$ cat config.mk
export PLATFORM = sky130hd
export DESIGN_NAME = mem_access_stage_flat
export DESIGN_NICKNAME = d
export VERILOG_FILES = /design/src/rtl/mem_pkg.sv /design/src/rtl/mem_access_stage_if.sv /design/src/rtl/mem_lane_align.sv /design/src/rtl/mem_access_stage.sv /design/src/flat_wrapper.sv
export SDC_FILE = /design/constraint.sdc
export NUM_CORES = 1
export LEC_CHECK = 0
export ABC_AREA = 1
export CORE_MARGIN = 5
export CORE_UTILIZATION = 50
export CTS_BUF_LIST = sky130_fd_sc_hd__clkbuf_4 sky130_fd_sc_hd__clkbuf_8
export DETAILED_ROUTE_END_ITERATION = 7
export PLACE_DENSITY = 0.88
export SETUP_SLACK_MARGIN = 0.5
export SLEW_MARGIN = 20
export SYNTH_ARGS = -nofsm -noshare
export SYNTH_HDL_FRONTEND = slang
export SYNTH_HIERARCHICAL = 1
export SYNTH_SLANG_ARGS = --single-unit
export TNS_END_PERCENT = 1
$ cat constraint.sdc
create_clock -name clk -period 3.13 [get_ports clk]
set_clock_uncertainty 0.05 [all_clocks]
set_input_delay 0.7825 -clock clk [delete_from_list [all_inputs] [get_ports clk]]
set_output_delay 0.7825 -clock clk [all_outputs]
set_load 0.005 [all_outputs]
$ cat src/rtl/mem_pkg.sv
// Shared definitions for the M-stage load/store unit: funct3 access encodings,
// FSM state type and the default bus watchdog limit.
package mem_pkg;

   localparam logic [2:0] F3_B  = 3'b000;
   localparam logic [2:0] F3_H  = 3'b001;
   localparam logic [2:0] F3_W  = 3'b010;
   localparam logic [2:0] F3_BU = 3'b100;
   localparam logic [2:0] F3_HU = 3'b101;

   localparam int TIMEOUT_CYCLES_DEF = 16;

   typedef enum logic [1:0] {
      IDLE = 2'd0,
      REQ  = 2'd1,
      RESP = 2'd2
   } mem_state_t;

   // Unlisted funct3 codes (011/110/111) fall into the word case.
   function automatic logic is_misaligned(input logic [2:0] f3, input logic [1:0] lo);
      case (f3)
         F3_B, F3_BU: is_misaligned = 1'b0;
         F3_H, F3_HU: is_misaligned = lo[0];
         default:     is_misaligned = (lo != 2'b00);
      endcase
   endfunction

endpackage

$ cat src/rtl/mem_access_stage_if.sv
// Data-memory req/ack bus between the M stage (master) and the memory (slave).
interface mem_access_stage_if #(parameter int word_width = 32);

   logic                  dmem_req;
   logic                  dmem_we;
   logic [word_width-1:0] dmem_addr;
   logic [3:0]            dmem_be;
   logic [word_width-1:0] dmem_wdata;
   logic                  dmem_ack;
   logic [word_width-1:0] dmem_rdata;

   modport master (
      output dmem_req, dmem_we, dmem_addr, dmem_be, dmem_wdata,
      input  dmem_ack, dmem_rdata
   );

   modport slave (
      input  dmem_req, dmem_we, dmem_addr, dmem_be, dmem_wdata,
      output dmem_ack, dmem_rdata
   );

endinterface

$ cat src/rtl/mem_lane_align.sv
// Combinational lane steering: store byte-enables/replicated write data, and
// load byte/half extraction with sign or zero extension.
module mem_lane_align
   import mem_pkg::*;
(
   input  logic [2:0]  st_funct3,
   input  logic [1:0]  st_addr_lo,
   input  logic [31:0] st_data,
   output logic [3:0]  st_be,
   output logic [31:0] st_wdata,
   input  logic [2:0]  ld_funct3,
   input  logic [1:0]  ld_addr_lo,
   input  logic [31:0] ld_word,
   output logic [31:0] ld_data
);

   logic [7:0]  ld_byte;
   logic [15:0] ld_half;

   always_comb begin
      st_be    = 4'b1111;
      st_wdata = st_data;
      case (st_funct3)
         F3_B, F3_BU: begin
            st_be    = 4'b0001 << st_addr_lo;
            st_wdata = {4{st_data[7:0]}};
         end
         F3_H, F3_HU: begin
            st_be    = st_addr_lo[1] ? 4'b1100 : 4'b0011;
            st_wdata = {2{st_data[15:0]}};
         end
         default: ;
      endcase
   end

   always_comb begin
      case (ld_addr_lo)
         2'd0:    ld_byte = ld_word[7:0];
         2'd1:    ld_byte = ld_word[15:8];
         2'd2:    ld_byte = ld_word[23:16];
         default: ld_byte = ld_word[31:24];
      endcase
      ld_half = ld_addr_lo[1] ? ld_word[31:16] : ld_word[15:0];

      case (ld_funct3)
         F3_B:    ld_data = {{24{ld_byte[7]}}, ld_byte};
         F3_BU:   ld_data = {24'd0, ld_byte};
         F3_H:    ld_data = {{16{ld_half[15]}}, ld_half};
         F3_HU:   ld_data = {16'd0, ld_half};
         default: ld_data = ld_word;
      endcase
   end

endmodule

$ cat src/rtl/mem_access_stage.sv
// M-stage load/store unit: one req/ack data-memory transaction per access, stalling
// the pipeline until the response cycle. Optional watchdog: define MEM_TIMEOUT_EN.
module mem_access_stage
   import mem_pkg::*;
#(
   parameter int word_width = 32
`ifdef MEM_TIMEOUT_EN
   ,
   parameter int TIMEOUT_CYCLES = TIMEOUT_CYCLES_DEF
`endif
) (
   input  logic                  clk,
   input  logic                  rst_n,
   input  logic                  MemReadM,
   input  logic                  MemWriteM,
   input  logic [2:0]            Funct3M,
   input  logic [word_width-1:0] ALUResultM,
   input  logic [word_width-1:0] WriteDataM,
   output logic [word_width-1:0] ReadDataM,
   output logic                  StallM,
   output logic                  MisalignedM,
`ifdef MEM_TIMEOUT_EN
   output logic                  BusErrM,
`endif
   mem_access_stage_if.master    dmem
);

   // state | meaning
   // IDLE  | waiting for a load/store; latches the access when one is presented
   // REQ   | dmem_req high, bus outputs frozen, waiting for dmem_ack
   // RESP  | response cycle; stall released so the pipeline advances

   mem_state_t state, state_n;

   logic [word_width-1:0] addr_q, wdata_q, rdata_q;
   logic [3:0]            be_q;
   logic                  we_q;
   logic [2:0]            f3_q;
   logic [1:0]            lo_q;

   logic                  access, misaligned;
   logic                  stall, mis_flag, capture, load_done;
   logic [3:0]            st_be;
   logic [31:0]           st_wdata, ld_data;

   assign access     = MemReadM | MemWriteM;
   assign misaligned = is_misaligned(Funct3M, ALUResultM[1:0]);

   mem_lane_align u_lane (
      .st_funct3  (Funct3M),
      .st_addr_lo (ALUResultM[1:0]),
      .st_data    (WriteDataM),
      .st_be      (st_be),
      .st_wdata   (st_wdata),
      .ld_funct3  (f3_q),
      .ld_addr_lo (lo_q),
      .ld_word    (dmem.dmem_rdata),
      .ld_data    (ld_data)
   );

`ifdef MEM_TIMEOUT_EN
   localparam int CW = $clog2(TIMEOUT_CYCLES + 1);
   logic [CW-1:0] cnt;
   logic          timeout, bus_err_q;
`endif

   always_comb begin
      state_n   = state;
      stall     = 1'b0;
      mis_flag  = 1'b0;
      capture   = 1'b0;
      load_done = 1'b0;
`ifdef MEM_TIMEOUT_EN
      timeout   = 1'b0;
`endif
      case (state)
         IDLE: begin
            if (access) begin
               if (misaligned) begin
                  mis_flag = 1'b1;
               end else begin
                  stall   = 1'b1;
                  capture = 1'b1;
                  state_n = REQ;
               end
            end
         end
         REQ: begin
            stall = 1'b1;
            if (dmem.dmem_ack) begin
               load_done = ~we_q;
               state_n   = RESP;
            end
`ifdef MEM_TIMEOUT_EN
            else if (cnt == CW'(TIMEOUT_CYCLES - 1)) begin
               timeout = 1'b1;
               state_n = RESP;
            end
`endif
         end
         RESP:    state_n = IDLE;
         default: state_n = IDLE;
      endcase
   end

   always_ff @(posedge clk or negedge rst_n) begin
      if (!rst_n) begin
         state   <= IDLE;
         addr_q  <= '0;
         wdata_q <= '0;
         be_q    <= 4'd0;
         we_q    <= 1'b0;
         f3_q    <= 3'd0;
         lo_q    <= 2'd0;
         rdata_q <= '0;
      end else begin
         state <= state_n;
         if (capture) begin
            addr_q  <= {ALUResultM[word_width-1:2], 2'b00};
            wdata_q <= st_wdata;
            be_q    <= st_be;
            we_q    <= MemWriteM;
            f3_q    <= Funct3M;
            lo_q    <= ALUResultM[1:0];
         end
         if (load_done) rdata_q <= ld_data;
`ifdef MEM_TIMEOUT_EN
         if (timeout) rdata_q <= '0;
`endif
      end
   end

`ifdef MEM_TIMEOUT_EN
   always_ff @(posedge clk or negedge rst_n) begin
      if (!rst_n) begin
         cnt       <= '0;
         bus_err_q <= 1'b0;
      end else begin
         if (capture)           cnt <= '0;
         else if (state == REQ) cnt <= cnt + 1'b1;
         bus_err_q <= timeout;
      end
   end

   assign BusErrM = bus_err_q;
`endif

   // Gated by rst_n so a load held in EX/M during reset does not raise a stall.
   assign StallM      = rst_n & stall;
   assign MisalignedM = rst_n & mis_flag;
   assign ReadDataM   = rdata_q;

   assign dmem.dmem_req   = (state == REQ);
   assign dmem.dmem_we    = we_q;
   assign dmem.dmem_addr  = addr_q;
   assign dmem.dmem_be    = be_q;
   assign dmem.dmem_wdata = wdata_q;

endmodule

$ cat src/flat_wrapper.sv
// flat-port wrapper written by rule: the top's interface ports become plain ports
module mem_access_stage_flat import mem_pkg::*;
#(
   parameter int word_width = 32

)
  (clk, rst_n, MemReadM, MemWriteM, Funct3M, ALUResultM, WriteDataM, ReadDataM, StallM, MisalignedM, dmem_dmem_req, dmem_dmem_we, dmem_dmem_addr, dmem_dmem_be, dmem_dmem_wdata, dmem_dmem_ack, dmem_dmem_rdata);
  mem_access_stage_if #(.word_width(word_width)) dmem_i ();
  input  logic clk;
  input  logic rst_n;
  input  logic MemReadM;
  input  logic MemWriteM;
  input  logic [2:0] Funct3M;
  input  logic [word_width-1:0] ALUResultM;
  input  logic [word_width-1:0] WriteDataM;
  output logic [word_width-1:0] ReadDataM;
  output logic StallM;
  output logic MisalignedM;
  output wire logic [$bits(dmem_i.dmem_req)-1:0] dmem_dmem_req;
  output wire logic [$bits(dmem_i.dmem_we)-1:0] dmem_dmem_we;
  output wire logic [$bits(dmem_i.dmem_addr)-1:0] dmem_dmem_addr;
  output wire logic [$bits(dmem_i.dmem_be)-1:0] dmem_dmem_be;
  output wire logic [$bits(dmem_i.dmem_wdata)-1:0] dmem_dmem_wdata;
  input wire logic [$bits(dmem_i.dmem_ack)-1:0] dmem_dmem_ack;
  input wire logic [$bits(dmem_i.dmem_rdata)-1:0] dmem_dmem_rdata;
  assign dmem_dmem_req = dmem_i.dmem_req;
  assign dmem_dmem_we = dmem_i.dmem_we;
  assign dmem_dmem_addr = dmem_i.dmem_addr;
  assign dmem_dmem_be = dmem_i.dmem_be;
  assign dmem_dmem_wdata = dmem_i.dmem_wdata;
  assign dmem_i.dmem_ack = dmem_dmem_ack;
  assign dmem_i.dmem_rdata = dmem_dmem_rdata;
  mem_access_stage #(.word_width(word_width)) u_core (.clk(clk), .rst_n(rst_n), .MemReadM(MemReadM), .MemWriteM(MemWriteM), .Funct3M(Funct3M), .ALUResultM(ALUResultM), .WriteDataM(WriteDataM), .ReadDataM(ReadDataM), .StallM(StallM), .MisalignedM(MisalignedM), .dmem(dmem_i));
endmodule
Yosys cells after proc, flatten, opt, wreduce, memory -nomap -nowiden --
Index checks and enable logic that the tools add are counted.
Cells by class: equal/unequal tests 12, shift-type cells 1, multiplexer cells 20, bitwise gates (word level) 4, reductions and logical operators 8
Operators by type and width (number):
- $pmux 32 s4 | 1
- $pmux 32 s2 | 1
- $pmux 8 s3 | 1
- $mux 16 | 1
- $eq 3x3->1 const B | 4
- $mux 1 | 8
- $pmux 4 s2 | 1
- $eq 3x1->1 const B | 2
- $logic_not 3->1 | 2
- $mux 2 | 3
- $eq 2x1->1 const B | 2
- $logic_not 2->1 | 2
- $mux 4 | 1
- $ne 2x1->1 const B | 2
- $pmux 1 s2 | 2
- $pmux 2 s2 | 1
- $reduce_or 2->1 | 2
- $shl 1x2->4 const A | 1
- $reduce_and 3->1 | 1
- $and 1x1->1 | 2
- $eq 2x2->1 const B | 1
- $ne 2x2->1 const B | 1
- $reduce_bool 2->1 | 1
- $not 1->1 | 1
- $or 1x1->1 | 1
Word-level totals: flip-flop bits (word level) 106, input bits 104, output and inout port bits 104, logic and storage cells 53

Depth between registers and ports, before layout --
Gate-level depths: netlist (run 1).
word-level depth 7, gate-level depth with buffers 10, depth with buffers taken out 8

By module --
Netlist (run 1), hierarchy kept.
Modules (own cells, without submodules):
- mem_access_stage | times used 1, cells each 478, area an instance 4281.6 µm², sequential area each 2652.5 µm²
- mem_lane_align | times used 1, cells each 284, area an instance 1425.1 µm², sequential area each 0.0 µm²

Worst setup path before layout (run 1) --
OpenSTA, ideal clock, no wires.
path kind input port to output port, start point input port MemWriteM, end point output port StallM, arrival 1.388 ns, data required time 2.298 ns, path slack 0.909 ns, cell stages on the path 6, buffers on the path 2, path through nor2_1 > nor2_2 > nand2_1 > buf_4 > buf_6 > a21oi_2
Between the ends: longest elaborated chain between the ends 4
Ends and longest elaborated chain:
- start, declared | line flat_wrapper.sv:12 | input logic MemWriteM;
- $or 1x1->1 | line mem_access_stage.sv:46 | assign access = MemReadM | MemWriteM;
- $mux 1 | line mem_access_stage.sv:78 | if (access) begin
- $pmux 1 s2 | line mem_access_stage.sv:76 | case (state)
- $and 1x1->1 | line mem_access_stage.sv:149 | assign StallM = rst_n & stall;
- end, declared | line flat_wrapper.sv:17 | output logic StallM;
No other way between the ends.

Final worst setup path (run 1) --
start point input port MemReadM, end point output port MisalignedM
Between the ends: longest elaborated chain between the ends 4
Ends and longest elaborated chain:
- start, declared | line flat_wrapper.sv:11 | input logic MemReadM;
- $or 1x1->1 | line mem_access_stage.sv:46
- $mux 1 | line mem_access_stage.sv:78
- $mux 1 | line mem_access_stage.sv:76
- $and 1x1->1 | line mem_access_stage.sv:150 | assign MisalignedM = rst_n & mis_flag;
- end, declared | line flat_wrapper.sv:18 | output logic MisalignedM;
No other way between the ends.

==> results of run 1 <==
-- sequential cells by signal, indices dropped and copies added (netlist names) --
register,cells
u_core/ReadDataM,32
u_core/dmem.dmem_wdata,32
u_core/f3_q,3
u_core/dmem.dmem_addr,30
u_core/dmem.dmem_we,1
u_core/lo_q,2
u_core/state,2
u_core/dmem.dmem_be,4
-- stage by stage --
| stage | hold WS, ps | util [%] | instance area, um^2 | instances | setup WS (ps) |
|---|---|---|---|---|---|
| after floorplan | 387 | - | 5710 | 763 | 909 |
| after global placement | 403 | 67.9 | 7680 | 1068 | 91.5 |
| after detailed placement | 407 | 67.9 | 7680 | 1068 | 17.2 |
| after CTS | 181 | 69.8 | 7900 | 1086 | 507 |
| after global routing | 181 | 69.7 | 7900 | 1087 | 503 |
| final | 186 | 69.7 | 7900 | 1087 | 541 |
-- power groups by stage --
stage	logic [mW]	registers, mW	clock network (mW)
floorplan	1.59	2.35	0
CTS	3.26	2.35	0.882
global placement	3.17	2.35	0
detailed placement	3.23	2.36	0
global route	3.59	2.43	0.941
finish	3.24	2.35	0.867
-- worst register-to-register path, cell delays in order (launching register included) --
cell and delay [ps]:
dfrtp_1 690, nand2_2 260, or2_4 310, nand3_4 330, nand3_1 130, nand3_1 110
nand2_1 70
-- logic make-up (layout without fill, tap and decap cells) --
| group | count (synthesis) | count (layout) | synth area share [%] |
|---|---|---|---|
| buf+inv | 88 | 268 | 8.64 |
| flops | 106 | 106 | 46.5 |
| simple gates | 533 | 533 | 41.2 |
| other cells | 1 | 3 | 0.0657 |
| compound gates | 34 | 34 | 3.64 |
-- repair_timing --
| action | in CTS | in global routing |
|---|---|---|
| hold endpoints to repair | 0 | 0 |
| endpoints found under the setup margin | 2 | 1 |
| buffers inserted | 2 | 0 |
| pin swaps | 3 | 0 |
| resized for setup | 11 | 2 |
-- cells in the final DEF (no fill, tap or decap), types with 2 or more instances in the layout --
cell type and n:
clkinv_2 2, nor2_4 4, nor2_1 21, nand3_1 129
buf_4 18, inv_1 27, dlygate4sd2_1 7, clkdlybuf4s50_1 196
inv_2 2, nand2_2 4, clkbuf_8 9, nor2_2 4
nand3_2 21, o211ai_1 12, clkinv_4 2, nand2_1 347
dfrtp_1 106, o21ai_0 19, conb_1 2
-- area by class of cell --
cell class	instances	area, um^2
Clock buffer	10	131
Antenna cell	1	2.50
Timing Repair Buffer	222	2160
Tap cell	143	179
Inverter	30	115
Multi-Input combinational cell	569	2580
Fill cell	944	3430
Clock inverter	6	66.3
Sequential cell	106	2650
-- layer usage --
| metal | vias to the layer above | part of all wire (%) | track usage [%] |
|---|---|---|---|
| met4 | 0 | 3.1 | 11.5 |
| met1 | 2692 | 38 | 32.9 |
| met5 | - | 0 | 0 |
| met3 | 44 | 13 | 9.15 |
| met2 | 325 | 46 | 41.4 |
| li1 | 2763 | - | - |
-- worst max path at each step --
stage,from,end,slack [ps],cells after the start
after floorplan,MemWriteM,StallM,910,6
after CTS,MemWriteM,MisalignedM,510,7
after global placement,MemWriteM,StallM,90,6
after global routing,MemReadM,MisalignedM,500,7
final,MemReadM,MisalignedM,540,7
after detailed placement,MemWriteM,MisalignedM,20,6
==> results.yml, run 1 <==
status:
  status: "completed"
clock_network:
  numCtsBuffers: 9
  clkTransAtPathRegs_ps: 100
  htreeDepth: 3
  cts_tree: "yes"
  postCtsHoldBufs: 0
  cts_max_path_buffers: 2
  root_buffer: "clkbuf_8"
  clk_latency_ps: 380
  clock-sinks: 106
logic_synthesis:
  synth_edf_count: 0
  synth_top_area_share_pct: 46.5
  yosysWarnings: 6
  syn_area_um2: 5710
  yosysSeqAreaShare_pct: 46.5
  synth_common_cells: "nand2_1 (349), nand3_1 (129), dfrtp_1 (106)"
  synthCells: 762
  ys_async_sr_fraction_pct: 100
  ys_ff_latch: 106
  synth_area_leader_cell: "dfrtp_1"
  synthTopCellsByArea: "dfrtp_1 (46%), nand2_1 (23%), nand3_1 (11%), nand3_2 (3.7%), buf_4 (3.2%)"
  synth_ff_type: "dfrtp_1"
  synth.distinct_cells: 24
  postSynthAreaPerCell_um2: 7.49
  yosysMostFrequentCell: "nand2_1"
timing:
  drv_slew: 0
  finalCriticalPeriod_ps: 2590
  slew_headroom_pct: 42.2
  fmax_ghz: 0.386
  finalSetupViolations: 0
  finalHoldViolCount: 0
  period_share_pct: 82.7
  fin_tns_setup_ps: 0
  worstMarginPinSlew_ps: 867
  rsz0062_at_grt: "no"
route:
  finalWirelength_um: 17800
  drt-initial-drc-count: 621
  drc: 0
  routed-via-count: 5824
  dr.pass1.iters: 5
  ant_nets: 0
  wl_per_cell_um: 16.4
  viasPerCell: 5.36
setup_path:
  crit_path_cell_trace: "dlygate4sd2_1 > nor2_4 > nor2_4 > buf_4 > nand2_1 > nor2_2 > dlygate4sd2_1"
  crit_fanout: 2
  critPathArrivalTime_ps: 1760
  crit_slowest_cell: "dlygate4sd2_1"
  path_class: "in -> out"
  rrSetupSlack_ps: 1080
  critPathTopFamily: "buffers and inverters"
  cp.buffers_inverters: 3
  worstReg2RegEnd: "u_core/ReadDataM[29]"
  crit_required_ps: 2300
  r2r_cells: 6
  critPathMaxStageDelay_ps: 260
  r2r_start: "u_core/lo_q[1]"
  cp-end-kind: "primary output"
  start_kind: "input port"
place:
  gp_congestion: 0.935
  dp_hpwl_um: 12600
  port-buffer-count: 205
finish:
  nets: 1042
  drive_gt1_share_pct: 8.06
  area_delta_synth_final_pct: 38.3
power:
  peakVddDrop_mv: 0.460
  power.leakage_nw: 4.07
  seq_power_share_pct: 36.4
  p_int_mw: 3.99
  total_power_mw: 6.46
  p_comb_share_pct: 50.2
  p_sw_mw: 2.47
  clkPwrFrac_pct: 13.4
  p_per_area_nw_per_um2: 818
  swShare_pct: 38.3
die:
  initial_core_util_pct: 50.4
  dieArea_um2: 13700
  dieWidth_um: 117
  core_area_um2: 11300
  io_pins: 208
  rows: 39
  die_y_um: 117
global_routing:
  grtUsageTotal_pct: 26.3
  antenna_found_initial: 1
  grt.overflow.total: 0
  grt_pass1_vias: 5589
  grt_max_degree: 74
  grt_pass1_wl_um: 28000
min_path:
  hold_class: "in -> async"
job:
  maxCapViolCount: 0
Power figures use the tool's default switching activity.
==> inputs of run 2 (changes only) <==
Settings changed: CORE_UTILIZATION 50 to 42, PLACE_DENSITY 0.88 to 0.79.
Clock period 3.13 ns to 2.13 ns, I/O delays scaled along.
==> results.yml, run 2 (synthesis gave the netlist of run 1 again) <==
setup_path:
  crit_required_ps: 1550
  r2r_cells: 8
  worstReg2RegEnd: "u_core/ReadDataM[25]"
  crit_fanout: 3
  critPathArrivalTime_ps: 1340
  rrSetupSlack_ps: 250
  path_class: "reg -> out"
  r2r_start: "u_core/lo_q[0]"
  cp-end-kind: "primary output"
  start_kind: "flop"
global_routing:
  grt_pass1_vias: 5594
  grt.overflow.total: 0
  grtUsageTotal_pct: 22.0
  grt_pass1_wl_um: 28400
  antenna_found_initial: 1
  grt_max_degree: 74
timing:
  rsz0062_at_grt: "yes"
  drv_slew: 0
  finalSetupViolations: 0
  setup_ws_ps: 207
  finalCriticalPeriod_ps: 1920
  fmax_ghz: 0.520
  slew_headroom_pct: 50.5
  period_share_pct: 90.3
  finalHoldViolCount: 0
  worstMarginPinSlew_ps: 742
place:
  dp_cells: 1113
  dpl_cell_area_um2: 7840
  gp_congestion: 0.926
  dp_hpwl_um: 13000
  port-buffer-count: 205
  dpl_worst_slack_ps: -369
min_path:
  hold_class: "in -> async"
route:
  viasPerCell: 5.10
  wl_per_cell_um: 15.7
  dr.pass1.iters: 6
  finalWirelength_um: 17800
  drc: 0
  drt-initial-drc-count: 469
  ant_nets: 0
  routed-via-count: 5794
finish:
  most-common-layout-cells: "nand2_1 (346), clkdlybuf4s50_1 (195), nand3_1 (129), dfrtp_1 (106), buf_4 (32)"
  area_delta_synth_final_pct: 41.4
  num-fill-cells: 1250
  nets: 1058
  stdcell_count: 1135
  final_area_um2: 8070
  drive_gt1_share_pct: 9.71
  final_common_cell: "nand2_1"
job:
  maxCapViolCount: 0
clock_network:
  htreeDepth: 3
  postCtsHoldBufs: 0
  clk_latency_ps: 370
  cts_max_path_buffers: 2
  cts_tree: "yes"
  numCtsBuffers: 9
  root_buffer: "clkbuf_8"
  clock-sinks: 106
  clkTransAtPathRegs_ps: 90
power:
  p_per_area_nw_per_um2: 1190
  power.leakage_nw: 4.14
  peakVddDrop_mv: 0.585
die:
  die_y_um: 127
  dieWidth_um: 127
  rows: 42
  dieArea_um2: 16000
  initial_core_util_pct: 42.9
  core_area_um2: 13300
  io_pins: 208
status:
  status: "completed"
## run 2: area by class of cell
type | instances | area (um^2) | share of cell area [%]
inverter | 30 | 115 | 1.43
clock buffer | 10 | 138 | 1.71
timing repair buffer | 238 | 2300 | 28.5
antenna | 1 | 2.50 | 0.0310
multi-input combinational | 569 | 2580 | 32.0
tap | 176 | 220 | 2.73
clock inverter | 5 | 55.1 | 0.682
sequential | 106 | 2650 | 32.9
## run 2: worst max-delay path by stage
| stage | start | to | slack (ps) | cells after the start |
|---|---|---|---|---|
| CTS | u_core/state[1] | StallM | 160 | 6 |
| global route | u_core/state[1] | StallM | 130 | 6 |
| finish | u_core/state[1] | StallM | 210 | 6 |
| global placement | Funct3M[1] | StallM | -360 | 7 |
| detailed placement | Funct3M[1] | StallM | -370 | 7 |
| floorplan | MemWriteM | MisalignedM | 430 | 6 |
## run 2: metrics by stage
step / util [%] / hold WS, ps / power, mW / setup TNS [ps]
floorplan: - / 187 / 5.79 / 0
global placement: 59.0 / 403 / 8.30 / -12760
detailed placement: 59.0 / 408 / 8.37 / -13390
CTS: 60.6 / 41.9 / 9.68 / 0
global route: 60.7 / 53.6 / 10.4 / 0
finish: 60.7 / 64.6 / 9.60 / 0
## run 2: metal layers
layer | track usage (%) | share of wire [%]
met1 | 27.6 | 39
met2 | 34.6 | 46
met3 | 8.66 | 12
met4 | 8.08 | 2.1
met5 | 0 | 0
## run 2: report_power, final
part	total [mW]	switching, mW	internal [mW]
Sequential	3.45	0.565	2.88
Clock	1.25	0.681	0.565
Combinational	4.91	2.37	2.53
Total	9.60	3.62	5.98
## run 2: repair_timing
action / 4_1_cts / 5_1_grt
endpoints found under the setup margin: 199 / 207
pin swaps: 2 / 2
buffers inserted: 5 / 1
resized for setup: 17 / 2
gates cloned: 0 / 0
## run 2: critical path: stages (launching register included)
cell	delay, ps
dfrtp_1	410
inv_2	80
nand2_4	50
nor2_4	120
nand2_2	90
a21oi_2	110
buf_2	120
==> inputs of run 3 (changes only) <==
Settings changed: CORE_UTILIZATION 42 to 40, CTS_CLUSTER_SIZE from default to 20, SYNTH_HIERARCHICAL 1 to default.
==> results.yml, run 3 <==
status:
  status: "completed"
logic_synthesis:
  synthCells: 628
  yosysSeqAreaShare_pct: 53.9
  synth_common_cells: "nand2_1 (279), dfrtp_1 (106), a21oi_1 (69)"
  synth_area_leader_cell: "dfrtp_1"
  synth_top_area_share_pct: 53.9
  ys_ff_latch: 106
  synth_ff_type: "dfrtp_1"
  synth_edf_count: 0
  synth.distinct_cells: 23
  postSynthAreaPerCell_um2: 7.84
  yosysWarnings: 0
  syn_area_um2: 4920
  ys_async_sr_fraction_pct: 100
  synthTopCellsByArea: "dfrtp_1 (54%), nand2_1 (21%), a21oi_1 (7.0%), o21ai_0 (3.7%), nor2_1 (2.4%)"
  yosysMostFrequentCell: "nand2_1"
power:
  seq_power_share_pct: 39.2
  clkPwrFrac_pct: 13.6
  p_int_mw: 5.67
  p_comb_share_pct: 47.2
  p_sw_mw: 3.11
  power.leakage_nw: 3.63
  swShare_pct: 35.5
  peakVddDrop_mv: 0.563
  p_per_area_nw_per_um2: 1170
die:
  dieWidth_um: 121
  io_pins: 208
  dieArea_um2: 14600
  die_y_um: 121
  core_area_um2: 12100
  rows: 40
  initial_core_util_pct: 40.8
route:
  wl_per_cell_um: 14.8
  finalWirelength_um: 15000
  dr.pass1.iters: 5
  drc: 0
  ant_nets: 0
  routed-via-count: 4802
  viasPerCell: 4.73
  drt-initial-drc-count: 355
timing:
  finalCriticalPeriod_ps: 1930
  worstMarginPinSlew_ps: 558
  drv_slew: 0
  finalSetupViolations: 0
  period_share_pct: 90.6
  slew_headroom_pct: 62.8
  finalHoldViolCount: 0
  fmax_ghz: 0.518
  rsz0062_at_grt: "yes"
clock_network:
  postCtsHoldBufs: 0
  clk_latency_ps: 370
  htreeDepth: 3
  numCtsBuffers: 9
  clock-sinks: 106
  root_buffer: "clkbuf_8"
  clkTransAtPathRegs_ps: 110
  cts_max_path_buffers: 2
  cts_tree: "yes"
global_routing:
  grt_max_degree: 107
  grtUsageTotal_pct: 20.5
  grt.overflow.total: 0
  antenna_found_initial: 0
  grt_pass1_wl_um: 23800
  grt_pass1_vias: 4594
setup_path:
  start_kind: "input port"
  crit_fanout: 4
  r2r_cells: 6
  critPathArrivalTime_ps: 1350
  path_class: "in -> out"
  crit_required_ps: 1550
  cp-end-kind: "primary output"
finish:
  most-common-layout-cells: "nand2_1 (275), clkdlybuf4s50_1 (195), dfrtp_1 (105), a21oi_1 (68), o21ai_0 (36)"
  area_delta_synth_final_pct: 52.1
  final_common_cell: "nand2_1"
  nets: 946
  drive_gt1_share_pct: 8.26
  final_area_um2: 7480
  stdcell_count: 1015
  n_antenna_cell: 0
place:
  dp_cells: 990
  port-buffer-count: 205
  dpl_cell_area_um2: 7210
  dp_hpwl_um: 11000
  gp_congestion: 0.874
min_path:
  hold_class: "in -> async"
job:
  maxCapViolCount: 0
run 3: power groups by stage:
stage                     Combinational [mW]  Clock, mW  Sequential (mW)
final                                   4.14       1.20             3.44
after global routing                    4.58       1.32             3.58
after CTS                               4.17       1.24             3.44
after detailed placement                4.15          0             3.45
after global placement                  4.09          0             3.45
after floorplan                         1.64          0             3.46
run 3: timing repair:
item,CTS,global route
endpoints found under the setup margin,183,199
pin swaps,6,5
buffers inserted,7,2
resized for setup,28,15
run 3: worst paths after layout:
| path | slack [ps] | start | endpoint |
|---|---|---|---|
| setup / recovery | 200 | Funct3M[1] | StallM |
| hold reg to reg | 440 | u_core.ReadDataM[1] | u_core.ReadDataM[1] |
| min in group clk | 440 | u_core.ReadDataM[1] | u_core.ReadDataM[1] |
| setup reg to reg | 390 | u_core.state[0] | u_core.dmem.dmem_wdata[27] |
| hold / removal | 200 | rst_n | u_core.ReadDataM[26] |
| max in group asynchronous | 1390 | rst_n | u_core.f3_q[1] |
run 3: cell families after synthesis:
family,Yosys count,share of synthesized area [%]
other,1,0.0762
buffers and inverters,68,7.04
AND/OR/NAND/NOR,321,25.0
AO/OA/AOI/OAI,132,14.0
flip-flops,106,53.9
run 3: stage by stage:
step	utilization [%]	setup TNS [ps]	total power, mW	hold WS, ps	setup WS, ps
global placement	59.8	-34220	7.54	410	-667
floorplan	-	0	5.10	187	156
CTS	61.7	0	8.84	215	151
global route	62.1	0	9.47	248	152
finish	62.1	0	8.78	203	199
detailed placement	59.8	-36660	7.60	414	-722
run 3: per-layer routing:
metal,global-route usage [%],up-vias,wire length (um)
met1,25.6,2187,6150
li1,-,2416,-
met2,33.8,187,7170
met5,0,-,0
met3,7.04,12,1560
met4,5.52,0,150
run 3: worst max-delay path, stage by stage:
cell and delay [ps]:
buf_6 90, buf_6 120, nand2_4 70, nand2_4 60, a21oi_4 160, nand2_4 60, a21oi_2 110, buf_2 140
run 3: layout make-up:
class	count	area (um^2)
inverters	31	124
repair buffers	239	2340
multi-input cells	455	1970
clock inverters	7	60.1
clock buffers	9	124
flip-flops and latches	106	2650
fillers	1061	4580
well taps	168	210
